===== config.mk =====
export PLATFORM = sky130hd
export DESIGN_NAME = multicycle_control
export DESIGN_NICKNAME = d
export VERILOG_FILES = /design/src/rtl/multicycle_control.sv
export SDC_FILE = /design/constraint.sdc
export NUM_CORES = 1
export LEC_CHECK = 0
export ABC_AREA = 1
export ABC_CLOCK_PERIOD_IN_PS = 1400
export BUFFER_PORTS_ARGS = -buffer_cell sky130_fd_sc_hd__buf_2
export CAP_MARGIN = 15
export CORE_AREA = 10 10 48 50
export CTS_CLUSTER_SIZE = 28
export DETAILED_ROUTE_END_ITERATION = 10
export DIE_AREA = 0 0 58 60
export GPL_ROUTABILITY_DRIVEN = 1
export PLACE_DENSITY = 0.76
export RECOVER_POWER = 100
export SKIP_LAST_GASP = 1
export SYNTH_ARGS = -nofsm -noshare
export SYNTH_HDL_FRONTEND = slang
export SYNTH_SLANG_ARGS = --single-unit

===== constraint.sdc =====
create_clock -name clk -period 1.4 [get_ports clk]
set_input_delay 0.07 -clock clk [delete_from_list [all_inputs] [get_ports clk]]
set_output_delay 0.07 -clock clk [all_outputs]
set_load 0.02 [all_outputs]

===== src/rtl/multicycle_control.sv =====
// -----------------------------------------------------------------------------
// multicycle_control
//
// Main controller for the shared multicycle MIPS datapath. It decodes the IR
// opcode and moves each instruction through fetch, decode, execute, memory and
// write-back, one datapath stage per cycle. Memory stages wait on mem_ready.
//
// Ports
//   clk          rising-edge clock
//   reset        asynchronous, active-low reset (0 = in reset)
//   opcode[5:0]  IR[31:26]; stable outside FETCH
//   mem_ready    memory completes the current read/write this cycle
//   pcwrite, pcwritecond, irwrite, regwrite   register write enables
//   memread, memwrite, iord                   memory strobes (iord: 0 PC, 1 ALUOut)
//   memtoreg, regdst, alusrca                 mux selects
//   alusrcb[1:0] 00 B, 01 const 4, 10 sign-ext imm, 11 imm<<2
//   aluop[1:0]   00 add, 01 sub, 10 funct field
//   pcsource[1:0] 00 ALU result, 01 ALUOut, 10 jump target
//   instr_done   final cycle of an instruction
//   illegal_op   unknown opcode seen in DECODE
//   state[3:0]   current state, for debug
// -----------------------------------------------------------------------------
module multicycle_control (
  input  logic       clk,
  input  logic       reset,
  input  logic [5:0] opcode,
  input  logic       mem_ready,
  output logic       pcwrite,
  output logic       pcwritecond,
  output logic       irwrite,
  output logic       regwrite,
  output logic       memread,
  output logic       memwrite,
  output logic       iord,
  output logic       memtoreg,
  output logic       regdst,
  output logic       alusrca,
  output logic [1:0] alusrcb,
  output logic [1:0] aluop,
  output logic [1:0] pcsource,
  output logic       instr_done,
  output logic       illegal_op,
  output logic [3:0] state
);

  typedef enum logic [3:0] {
    S_FETCH  = 4'd0,
    S_DECODE = 4'd1,
    S_MEMADR = 4'd2,
    S_MEMRD  = 4'd3,
    S_MEMWB  = 4'd4,
    S_MEMWR  = 4'd5,
    S_EXEC   = 4'd6,
    S_ALUWB  = 4'd7,
    S_BRANCH = 4'd8,
    S_JUMP   = 4'd9,
    S_ADDIEX = 4'd10,
    S_ADDIWB = 4'd11
  } state_e;

  localparam logic [5:0] OP_RTYPE = 6'b000000;
  localparam logic [5:0] OP_LW    = 6'b100011;
  localparam logic [5:0] OP_SW    = 6'b101011;
  localparam logic [5:0] OP_BEQ   = 6'b000100;
  localparam logic [5:0] OP_J     = 6'b000010;
  localparam logic [5:0] OP_ADDI  = 6'b001000;

  state_e state_q, state_d;
  logic   op_legal;

  assign op_legal = (opcode == OP_RTYPE) || (opcode == OP_LW) || (opcode == OP_SW) ||
                    (opcode == OP_BEQ)   || (opcode == OP_J)  || (opcode == OP_ADDI);

  // ---------------------------------------------------------------------------
  // State register. Reset asserts asynchronously so an in-flight instruction is
  // aborted immediately rather than at the next edge.
  // ---------------------------------------------------------------------------
  // NOTE: sequential state uses non-blocking assignment so every flop samples
  // its inputs from before the edge, independent of process ordering.
  always_ff @(posedge clk or negedge reset) begin
    if (!reset) state_q <= S_FETCH;
    else        state_q <= state_d;
  end

  // ---------------------------------------------------------------------------
  // Next-state logic
  // ---------------------------------------------------------------------------
  always_comb begin
    state_d = state_q;
    case (state_q)
      S_FETCH:  if (mem_ready) state_d = S_DECODE;
      S_DECODE: begin
        case (opcode)
          OP_LW, OP_SW: state_d = S_MEMADR;
          OP_RTYPE:     state_d = S_EXEC;
          OP_BEQ:       state_d = S_BRANCH;
          OP_J:         state_d = S_JUMP;
          OP_ADDI:      state_d = S_ADDIEX;
          default:      state_d = S_FETCH;   // illegal opcode: abandon and refetch
        endcase
      end
      // Only lw/sw reach MEMADR; anything else falls back to FETCH defensively.
      S_MEMADR: begin
        if (opcode == OP_LW)      state_d = S_MEMRD;
        else if (opcode == OP_SW) state_d = S_MEMWR;
        else                      state_d = S_FETCH;
      end
      S_MEMRD:  if (mem_ready) state_d = S_MEMWB;
      S_MEMWB:  state_d = S_FETCH;
      S_MEMWR:  if (mem_ready) state_d = S_FETCH;
      S_EXEC:   state_d = S_ALUWB;
      S_ALUWB:  state_d = S_FETCH;
      S_BRANCH: state_d = S_FETCH;
      S_JUMP:   state_d = S_FETCH;
      S_ADDIEX: state_d = S_ADDIWB;
      S_ADDIWB: state_d = S_FETCH;
      default:  state_d = S_FETCH;           // unused codes 12-15 recover
    endcase
  end

  // ---------------------------------------------------------------------------
  // Output decode. Everything is forced low while reset is held: state is
  // already FETCH then, but FETCH would otherwise drive memread and, with
  // mem_ready high, irwrite/pcwrite.
  // ---------------------------------------------------------------------------
  // NOTE: every output gets a default before the case so no path leaves it
  // unassigned, which would otherwise infer a latch.
  always_comb begin
    pcwrite     = 1'b0;
    pcwritecond = 1'b0;
    irwrite     = 1'b0;
    regwrite    = 1'b0;
    memread     = 1'b0;
    memwrite    = 1'b0;
    iord        = 1'b0;
    memtoreg    = 1'b0;
    regdst      = 1'b0;
    alusrca     = 1'b0;
    alusrcb     = 2'b00;
    aluop       = 2'b00;
    pcsource    = 2'b00;
    instr_done  = 1'b0;
    illegal_op  = 1'b0;
    if (reset) begin
      case (state_q)
        S_FETCH: begin
          memread = 1'b1;
          alusrcb = 2'b01;
          // IR and PC+4 commit only on the cycle the instruction word arrives.
          irwrite = mem_ready;
          pcwrite = mem_ready;
        end
        S_DECODE: begin
          alusrcb    = 2'b11;              // precompute branch target
          illegal_op = ~op_legal;
        end
        S_MEMADR: begin
          alusrca = 1'b1;
          alusrcb = 2'b10;
        end
        S_MEMRD: begin
          memread = 1'b1;
          iord    = 1'b1;
        end
        S_MEMWB: begin
          memtoreg   = 1'b1;
          regwrite   = 1'b1;
          instr_done = 1'b1;
        end
        S_MEMWR: begin
          memwrite   = 1'b1;
          iord       = 1'b1;
          instr_done = mem_ready;          // store retires when memory accepts it
        end
        S_EXEC: begin
          alusrca = 1'b1;
          aluop   = 2'b10;
        end
        S_ALUWB: begin
          regdst     = 1'b1;
          regwrite   = 1'b1;
          instr_done = 1'b1;
        end
        S_BRANCH: begin
          alusrca     = 1'b1;
          aluop       = 2'b01;
          pcwritecond = 1'b1;
          pcsource    = 2'b01;
          instr_done  = 1'b1;
        end
        S_JUMP: begin
          pcwrite    = 1'b1;
          pcsource   = 2'b10;
          instr_done = 1'b1;
        end
        S_ADDIEX: begin
          alusrca = 1'b1;
          alusrcb = 2'b10;
        end
        S_ADDIWB: begin
          regwrite   = 1'b1;
          instr_done = 1'b1;
        end
        default: ;
      endcase
    end
  end

  assign state = state_q;

endmodule

# Word-level counts from Yosys, hierarchy flattened
# Cells that the tools add are included.
word_totals:
  regBits: 4
  input_bits: 9
op_classes:
  n_eq_ne: 19
  muxes: 37
  n_bitwise: 1
  n_reduce_logical: 15
op_table:
  columns: ["cell", "n"]
  rows:
  - ["4-bit one-hot mux with 7 select lines", 1]
  - ["1-bit 2-to-1 mux", 22]
  - ["4-bit one-hot mux with 5 select lines", 1]
  - ["4-bit by 3-bit == test with 1-bit output, second input constant", 4]
  - ["4-bit == test, second input constant", 4]
  - ["6-bit == test, second input constant", 2]
  - ["4-bit 2-to-1 mux", 3]
  - ["4-bit by 2-bit == test with 1-bit output, second input constant", 2]
  - ["2-bit one-hot mux with 2 select lines", 2]
  - ["2-bit OR reduction", 4]
  - ["6-bit by 2-bit == test with 1-bit output, second input constant", 1]
  - ["6-bit by 3-bit == test with 1-bit output, second input constant", 1]
  - ["6-bit by 4-bit == test with 1-bit output, second input constant", 1]
  - ["6-bit zero test", 1]
  - ["2-bit 2-to-1 mux", 3]
  - ["3-bit 2-to-1 mux", 2]
  - ["2-bit inequality test, second input constant", 3]
  - ["2-bit one-hot mux with 3 select lines", 1]
  - ["1-bit logical OR", 5]
  - ["5-bit OR reduction", 1]
  - ["4-bit by 1-bit == test with 1-bit output, second input constant", 1]
  - ["4-bit zero test", 1]
  - ["1-bit one-hot mux with 2 select lines", 2]
  - ["4-bit OR reduction", 1]
  - ["3 further kinds", 3]

# Longest topological paths before layout
# Gate-level depths: netlist (run 1).
depth:
  ltp_word: 9
  ltp_mapped: 9
  ltp_nobuf: 9

# Least setup slack after synthesis (run 1)
# No wires, ideal clock.
synth_timing:
  path_type: "flip-flop to output port"
  start: "reg state_q[3], in the netlist state[3]"
  end: "out regwrite"
  t_arrival_ns: 1.608
  required_time_ns: 1.330
  setup_slack_ns: -0.278
  path_stages_with_launch: 6
  path_cell_list: "dfrtp_1 > inv_1 > nand2_1 > nor3_1 > nor2_1 > o21ai_0"
synth_via:
  elab_chain_len: 4
  elab_cells_between_ends: 6
synth_lines:
  columns: ["item", "line_no", "text"]
  rows:
  - ["start: declaration", "68", "state_e state_q, state_d;"]
  - ["start signal: assignment", "82", "else state_q <= state_d;"]
  - ["4-bit == test / 4-bit by 3-bit == test with 1-bit output (equally long branches)", "145", "case (state_q)"]
  - ["3-bit OR reduction (no line) *", null, null]
  - ["1-bit 2-to-1 mux *", "145", null]
  - ["1-bit 2-to-1 mux *", "144", "if (reset) begin"]
  - ["end: declaration", "31", "output logic regwrite,"]
# Every way passes the cells marked *; elsewhere a longest branch is shown, timed or not.

# Worst setup path after layout (run 1)
layout_timing:
  start: "reg state_q[1], in the netlist state[1]"
  end: "out illegal_op"
layout_via:
  elab_chain_len: 3
layout_lines:
  columns: ["item", "line_no", "text"]
  rows:
  - ["4-bit by 1-bit == test with 1-bit output", "145", null]
  - ["1-bit 2-to-1 mux", "145", null]
  - ["1-bit 2-to-1 mux", "144", null]
  - ["end: declaration", "42", "output logic illegal_op,"]
# No other way between the ends.

==> results.py, run 1 <==
metrics = {
    "critical_path": {
        "crit_top_cell": "nor3_4",
        "worst-path-max-fanout": 7,
        "cp.required_ps": 1330,
        "path_class": "reg -> out",
        "rr_startpoint": "state[0]",
        "slowest_delay_ps": 460,
        "r2r_cells": 10,
        "arrival_ps": 1400,
        "end_kind": "output pin",
        "worstPathCellList": "buf_4 > nor3_4 > nand2_2 > nor3_4 > buf_6",
        "r2r-end": "state[2]",
        "cp_slowest_cell": "dfrtp_2",
        "worst-r2r-setup-slack_ps": 100,
        "crit_path_start_kind": "flip-flop",
    },
    "sta": {
        "maxSlewHeadroom_pct": 71.2,
        "finClkSkew_ps": 5.03,
        "timing.final.crit_share_pct": 105,
        "setup_viol": 7,
        "drv_slew": 0,
        "fin_crit_ps": 1470,
        "clock.fmax_mhz": 681,
        "rsz0062_at_grt": "true",
        "worst_hold_slack_ps": 193,
        "fin_ws_ps": -68.6,
        "tightest_slew_ps": 428,
        "finalHoldViolCount": 0,
    },
    "drt": {
        "via_per_inst": 4.94,
        "drc_errors": 0,
        "via_count": 810,
        "wl_mm": 2.14,
        "first_iter_violations": 15,
        "drt_pre_antenna_iters": 4,
        "final_antenna_net_count": 0,
        "wl_per_cell_um": 13.1,
    },
    "clocking": {
        "path_clk_slew_ps": 40,
        "clk_latency_ps": 230,
        "cts_tree": "yes",
        "root_buffer": "clkbuf_4",
        "clockBufferDepth": 2,
        "numCtsBuffers": 3,
        "ctsHtreeMaxLevel": 1,
        "cts_sinks": 4,
    },
    "power_and_ir_drop": {
        "ir_worst_vdd_mv": 0.596,
        "p_per_area_nw_per_um2": 1080,
        "cellLeakagePower_nw": 0.580,
    },
    "global_route": {
        "grt_max_degree": 11,
        "grt_first_pass_wirelength_mm": 3.39,
        "grt-ovfl-total": 0,
        "antenna_found_initial": 0,
        "grt_pass1_vias": 840,
        "grt_usage_pct": 11.6,
    },
    "yosys": {
        "ys_seq_elements": 4,
        "synthSimpleGateAreaFrac_pct": 55.6,
        "synth_compound_area_share_pct": 10.3,
        "synthMuxAreaShare_pct": 0,
        "synthCells": 107,
        "synthXorXnorAreaFrac_pct": 0,
        "syn_nets": 116,
        "synth.distinct_cells": 17,
        "synthAdderAreaFrac_pct": 0,
        "synth_top_family_by_area": "simple AND/OR/NAND/NOR gates",
        "yosysSeqAreaShare_pct": 18.3,
        "yosys_warnings": 0,
        "synth.avg_cell_area_um2": 5.11,
        "syn_area_um2": 547,
    },
    "floorplanning": {
        "core_area_um2": 1440,
        "initial_core_util_pct": 38.1,
        "io_pins": 31,
        "die-area_um2": 3480,
        "die_h_um": 60,
        "rows": 14,
        "die_w_um": 58,
    },
    "min_path": {
        "hp-start": "opcode[4]",
        "worstHoldPathType": "in -> reg",
        "min_to": "state[1]",
        "hold_depth": 4,
    },
    "placement": {
        "numPortBuffers": 30,
        "place_congestion": 0.874,
        "hpwl_mm": 1.56,
    },
    "finish": {
        "syn2layout_area_growth_pct": 78.9,
        "layout_commonest_cell": "nand2_1",
        "drive_above_1_share_pct": 52.7,
        "diodes": 0,
        "utilization_pct": 68.1,
        "layout_common_cells": "24 x nand2_1, 16 x nor2_1, 16 x buf_2, 15 x buf_4, 12 x inv_1",
        "largest_reg_flops": 4,
        "fin_nets": 158,
    },
    "outcome": {
        "status": "finished, violations left",
        "violations": "negative setup slack",
    },
    "flow_run": {
        "cap_violations": 0,
    },
}
-- cell families after synthesis --
logic type	after synthesis
AOI/OAI and AO/OA	10
buffers and inverters	22
DFF	4
and+or+nand+nor	71
-- cell type report --
cell class,instances,area (um^2)
clock buffer,4,26.3
fill,128,458
inverter,21,81.3
multi-input combinational,81,488
sequential,4,105
tap,16,20.0
timing repair buffer,38,258
-- cells in the mapped netlist --
| cell | n | area [um^2] |
|---|---|---|
| buf_4 | 1 | 7.51 |
| a31oi_1 | 1 | 6.26 |
| nor3_2 | 2 | 20.0 |
| o21ai_0 | 4 | 20.0 |
| dfrtp_1 | 4 | 100 |
| nand3_1 | 5 | 25.0 |
| inv_1 | 19 | 71.3 |
| nand4_1 | 3 | 18.8 |
| nor2_1 | 22 | 82.6 |
| o22ai_1 | 1 | 6.26 |
| a21oi_1 | 3 | 15.0 |
| nor3_1 | 2 | 10.0 |
| inv_2 | 2 | 7.51 |
| nand2_1 | 35 | 131 |
| nand2_2 | 1 | 6.26 |
| o221ai_1 | 1 | 8.76 |
| nand3_2 | 1 | 10.0 |
-- critical path, delay by kind of cell, from the launching register on --
kind,cells,cell delay [ps]
AND/OR/NAND/NOR,3,400
flip-flops,1,460
buffers and inverters,2,310
-- how the worst max path moves through the flow --
stage | start | endpoint | slack (ps) | cells past startpoint
6_report | state[1] | illegal_op | -70 | 5
4_1_cts | state[3] | instr_done | -30 | 6
3_3_place_gp | state[3] | instr_done | 110 | 6
5_1_grt | state[1] | instr_done | -140 | 6
3_5_place_dp | state[3] | instr_done | 90 | 6
2_1_floorplan | state[1] | regwrite | -60 | 4
-- metal layers --
metal | vias up | track usage (%) | wire length (um)
li1 | 415 | - | -
met1 | 364 | 11.2 | 771
met2 | 27 | 21.0 | 1170
met3 | 4 | 4.45 | 169
met4 | 0 | 5.70 | 30
met5 | - | 0 | 0
-- where the power goes --
part           switching (mW)  leakage, nW  internal, mW
clock                  0.0447       0.0150         0.107
combinational           0.434        0.518         0.284
sequential             0.0509       0.0475         0.142
total                   0.529        0.580         0.532
-- through the flow --
stage / total power [mW] / setup WS (ps) / instances / instance area (um^2) / TNS, ps
global route: 1.15 / -138 / 164 / 978 / -1090
detailed placement: 0.694 / 94.8 / 153 / 753 / 0
global placement: 0.688 / 110 / 153 / 753 / 0
floorplan: 0.537 / -56.3 / 107 / 583 / -56.3
CTS: 0.985 / -25.5 / 161 / 886 / -55.7
finish: 1.06 / -68.6 / 164 / 978 / -226
-- timing repair --
item	CTS	global route
pin swaps	8	5
gates resized for setup	34	23
buffers inserted	3	3
endpoints found under the hold margin	4	0
setup endpoints to repair	10	15
cloned	0	0
hold buffers	1	0
(Power assumes the default switching activity.)
==> run 2, diff against run 1 <==
ABC_CLOCK_PERIOD_IN_PS = 1800   (was 1400)
CORE_AREA = 2 2 39 41   (was 10 10 48 50)
DIE_AREA = 0 0 41 43   (was 0 0 58 60)
PLACE_DENSITY = 0.75   (was 0.76)
clock period = 1.8 ns   (was 1.4 ns; I/O delays follow)
==> run 2 against run 1 <==
The run now ends clean. Critical path depth rose by 2. Final cell count fell by 4.9%. Wire length fell by 30%. Non-clock buffer count fell by 7. Largest cell class unchanged. Register-to-register slack improved by 430 ps. Critical path type is now in -> out. Clock power fell by 26%. Combinational power fell by 50%. Flip-flop and latch count did not move.
==> results.py, run 2 (synthesized netlist as in run 1, its figures left out) <==
metrics = {
    "outcome": {
        "status": "complete, no violations",
    },
    "finish": {
        "fin_area_um2": 722,
        "utilization_pct": 52.2,
        "largest_reg_flops": 4,
        "fin_nets": 151,
        "layout_commonest_cell": "nand2_1",
        "n_fill_cell": 163,
        "multi_input_area_um2": 360,
        "ff_latch_area_um2": 100,
        "diodes": 0,
        "layout_common_cells": "35 x nand2_1, 22 x nor2_1, 19 x inv_1, 16 x clkbuf_1, 9 x buf_2",
        "syn2layout_area_growth_pct": 32.0,
        "drive_above_1_share_pct": 16.4,
    },
    "global_route": {
        "grt_first_pass_wirelength_mm": 2.35,
        "antenna_found_initial": 0,
        "grt_pass1_vias": 613,
        "grt_usage_pct": 18.7,
        "grt_max_degree": 11,
        "grt-ovfl-total": 0,
    },
    "floorplanning": {
        "core_area_um2": 1380,
        "rows": 14,
        "initial_core_util_pct": 39.5,
        "io_pins": 31,
        "die-area_um2": 1760,
        "die_h_um": 43,
        "die_w_um": 41,
    },
    "sta": {
        "finalHoldViolCount": 0,
        "setup_viol": 0,
        "tightest_slew_ps": 253,
        "fin_setup_tns_ps": 0,
        "maxSlewHeadroom_pct": 83.1,
        "clock.fmax_mhz": 605,
        "worst_hold_slack_ps": 209,
        "finClkSkew_ps": 6.39,
        "fin_crit_ps": 1650,
        "rsz0062_at_grt": "false",
        "drv_slew": 0,
        "timing.final.crit_share_pct": 91.9,
    },
    "drt": {
        "via_count": 765,
        "drt_pre_antenna_iters": 4,
        "wl_per_cell_um": 9.62,
        "drc_errors": 0,
        "final_antenna_net_count": 0,
        "wl_mm": 1.50,
        "via_per_inst": 4.90,
        "first_iter_violations": 14,
    },
    "clocking": {
        "cts_sinks": 4,
        "path_clk_slew_ps": 40,
        "ctsHtreeMaxLevel": 1,
        "clk_latency_ps": 240,
        "cts_tree": "yes",
        "numCtsBuffers": 3,
        "clockBufferDepth": 2,
        "root_buffer": "clkbuf_4",
    },
    "placement": {
        "numPortBuffers": 30,
        "place_congestion": 0.840,
        "place_area_um2": 709,
        "hpwl_mm": 1.23,
    },
    "critical_path": {
        "cp.required_ps": 1710,
        "arrival_ps": 1560,
        "crit_path_start_kind": "input pin",
        "worst-path-max-fanout": 10,
        "path_class": "in -> out",
        "end_kind": "output pin",
        "rr_startpoint": "state[1]",
        "startpoint": "reset",
    },
    "power_and_ir_drop": {
        "p_per_area_nw_per_um2": 847,
        "switchingPower_mw": 0.325,
        "clock_power_share_pct": 18.3,
        "swShare_pct": 53.1,
        "p_seq_share_pct": 22.5,
        "internal_power_mw": 0.287,
        "ir_worst_vdd_mv": 0.509,
        "cellLeakagePower_nw": 0.436,
        "p_comb_share_pct": 59.2,
    },
    "min_path": {
        "worstHoldPathType": "in -> async",
    },
    "flow_run": {
        "cap_violations": 0,
    },
}
[run 2: changes by cell type in the layout (fill, tap and decap cells not counted), moves of 5 or more]
cell      delta
clkbuf_1    +15
nor2_1       +6
nor2_4       -5
nand2_1     +11
buf_4       -15
inv_1        +7
nand2_2      -8
buf_2        -7
inv_2        -6
[run 2: worst paths after layout]
kind	endpoint	slack, ps	depth (start not counted)
worst max-delay path	illegal_op	150	7
worst min-delay path	state[2]	210	2
worst max register to register	state[2]	530	7
worst min register to register	state[2]	590	2
max in group asynchronous	state[3]	1440	2
min in group clk	state[1]	230	4
[run 2: repair_timing]
item	4_1_cts	5_1_grt
setup endpoints to repair	0	0
resized for setup	0	0
endpoints found under the hold margin	4	0
hold buffers	1	0
buffers inserted	0	0
[run 2: layer usage]
layer  vias up  track usage [%]  share of wire [%]
met1       337             23.6                 46
met5         -                0                  0
met4         0             8.00                  0
met2        28             31.6                 49
met3         0                0                5.2
li1        400                -                  -
[run 2: layout make-up]
cell class	count	share of cell area (%)
inverter	21	10.9
timing repair buffer	31	19.4
sequential	4	13.9
tap	16	2.77
clock buffer	3	3.12
multi-input combinational	81	49.9
[run 2: critical path, stage by stage]
cell           delay (ps)
dlygate4sd3_1         520
buf_2                 180
inv_2                 120
nor3_2                190
nand2_1                80
nor3_1                190
clkbuf_2              190
[run 2: power groups by stage]
| stage | logic, mW | clock network, mW | registers [mW] |
|---|---|---|---|
| after detailed placement | 0.369 | 0 | 0.137 |
| after global routing | 0.406 | 0.117 | 0.141 |
| after CTS | 0.372 | 0.112 | 0.136 |
| after global placement | 0.370 | 0 | 0.136 |
| final | 0.362 | 0.112 | 0.137 |
| after floorplan | 0.245 | 0 | 0.152 |
[run 2: metrics by stage]
step / setup WS (ps) / cells / power (mW)
2_1_floorplan: 102 / 107 / 0.398
3_3_place_gp: 504 / 152 / 0.505
3_5_place_dp: 486 / 152 / 0.506
4_1_cts: 145 / 156 / 0.620
5_1_grt: 21.4 / 156 / 0.664
6_report: 147 / 156 / 0.611
==> run 3, diff against run 2 <==
PLACE_DENSITY = 0.77   (was 0.75)
==> run 3 against run 2 <==
Clock skew fell by 1.8 ps. Wire length is 3.8% higher. Critical path type unchanged. Combinational power hardly changed. Setup slack improved by 13 ps. Flip-flop and latch count unchanged. Total power is essentially flat. Critical path depth is the same. Design area decreased by 0.17%.
==> results.py, run 3 (synthesized netlist as in run 1, its figures left out) <==
metrics = {
    "outcome": {
        "status": "complete, no violations",
    },
    "placement": {
        "numPortBuffers": 30,
        "dp.cells": 152,
        "place_congestion": 0.825,
        "hpwl_mm": 1.30,
        "place_ws_ps": 503,
        "place_area_um2": 709,
    },
    "critical_path": {
        "end_kind": "output pin",
        "crit_family": "buffers and inverters",
        "worst-path-max-fanout": 10,
        "cp_slowest_cell": "dlygate4sd3_1",
        "cp.buffers_inverters": 4,
        "cp.required_ps": 1710,
        "path_class": "in -> out",
        "arrival_ps": 1550,
        "crit_path_start_kind": "input pin",
        "worstPathCellList": "dlygate4sd3_1 > buf_2 > inv_2 > nor3_2 > nand2_1 > nor3_1 > buf_2",
        "worst-r2r-setup-slack_ps": 550,
        "crit_top_cell": "buf_2",
        "slowest_delay_ps": 520,
    },
    "sta": {
        "finClkSkew_ps": 4.54,
        "finalHoldViolCount": 0,
        "drv_slew": 0,
        "rsz0062_at_grt": "false",
        "fin_crit_ps": 1640,
        "tightest_slew_ps": 289,
        "maxSlewHeadroom_pct": 80.8,
        "setup_viol": 0,
        "fin_setup_tns_ps": 0,
        "timing.final.crit_share_pct": 91.1,
        "clock.fmax_mhz": 610,
        "fin_ws_ps": 160,
    },
    "min_path": {
        "worstHoldPathType": "in -> async",
    },
    "clocking": {
        "path_clk_slew_ps": 40,
        "root_buffer": "clkbuf_4",
        "numCtsBuffers": 3,
        "cts_tree": "yes",
        "clk_latency_ps": 240,
        "clockBufferDepth": 2,
        "ctsHtreeMaxLevel": 1,
        "ctsResizeCount": 0,
        "cts_sinks": 4,
    },
    "power_and_ir_drop": {
        "p_per_area_nw_per_um2": 848,
        "p_comb_share_pct": 59.0,
        "cellLeakagePower_nw": 0.433,
        "p_seq_share_pct": 22.3,
        "ir_worst_vdd_mv": 0.420,
        "clock_power_share_pct": 18.6,
        "internal_power_mw": 0.286,
        "swShare_pct": 53.2,
        "switchingPower_mw": 0.325,
    },
    "finish": {
        "utilization_pct": 52.1,
        "layout.cells.non_filler": 156,
        "drive_above_1_share_pct": 15.7,
        "fin_area_um2": 721,
        "n_fill_cell": 171,
        "syn2layout_area_growth_pct": 31.8,
        "layout_common_cells": "35 x nand2_1, 22 x nor2_1, 19 x inv_1, 17 x clkbuf_1, 10 x buf_2",
        "largest_reg_flops": 4,
        "fin_nets": 151,
        "diodes": 0,
        "layout_commonest_cell": "nand2_1",
    },
    "global_route": {
        "grt_max_degree": 11,
        "grt_pass1_vias": 603,
        "grt_usage_pct": 20.2,
        "grt-ovfl-total": 0,
        "antenna_found_initial": 0,
        "grt_first_pass_wirelength_mm": 2.42,
    },
    "floorplanning": {
        "core_area_um2": 1380,
        "die-area_um2": 1760,
        "io_pins": 31,
        "die_w_um": 41,
        "rows": 14,
        "die_h_um": 43,
        "initial_core_util_pct": 39.5,
    },
    "drt": {
        "wl_mm": 1.56,
        "drt_pre_antenna_iters": 4,
        "wl_per_cell_um": 9.98,
        "via_count": 761,
        "drc_errors": 0,
        "final_antenna_net_count": 0,
        "via_per_inst": 4.88,
        "first_iter_violations": 21,
    },
    "flow_run": {
        "cap_violations": 0,
    },
}
==> run 3: layer usage <==
metal	vias up	global-route usage [%]	share of wire, %
met2	35	34.1	50
met5	-	0	0
met3	2	1.57	8.0
met4	0	10.0	1.2
li1	400	-	-
met1	324	23.9	41
==> run 3: what timing repair did <==
item / in CTS / in global routing
hold buffers: 1 / 0
setup buffers: 0 / 0
endpoints found under the hold margin: 4 / 0
==> run 3: final cells by class <==
type,count,area [um^2],share of cell area [%]
timing repair buffer,31,139,19.3
tap,16,20.0,2.78
multi-input combinational,81,360,50.0
sequential,4,100,13.9
clock buffer,3,22.5,3.13
inverter,21,78.8,10.9
==> run 3: path summary, 6_finish.rpt <==
check	from	cells after the start	endpoint
min in group clk	mem_ready	4	state[1]
worst min-delay path	reset	2	state[1]
worst max register to register	state[0]	9	state[0]
worst min register to register	state[2]	2	state[2]
worst max-delay path	reset	7	illegal_op
max in group asynchronous	reset	2	state[3]
==> run 3: worst reg2reg max path, cell delays in order, from the launching register on <==
cell and delay (ps):
dfrtp_1 450, inv_1 60, nand2_1 60, inv_1 100, nand2_1 130, nand2_1 80
nor2_1 100, nand2_1 50, nand2_1 50, nand2_1 50
==> run 3: through the flow <==
stage | power, mW | hold slack (ps)
final | 0.611 | 215
after global routing | 0.673 | 225
after floorplan | 0.398 | -206
after global placement | 0.505 | -81.3
after detailed placement | 0.507 | -75.9
after CTS | 0.628 | 200
==> run 3: power by group through the flow <==
stage	clock [mW]	combinational [mW]	sequential [mW]
after detailed placement	0	0.370	0.137
after global routing	0.126	0.404	0.143
final	0.114	0.360	0.137
after global placement	0	0.369	0.136
after floorplan	0	0.245	0.152
after CTS	0.120	0.374	0.135
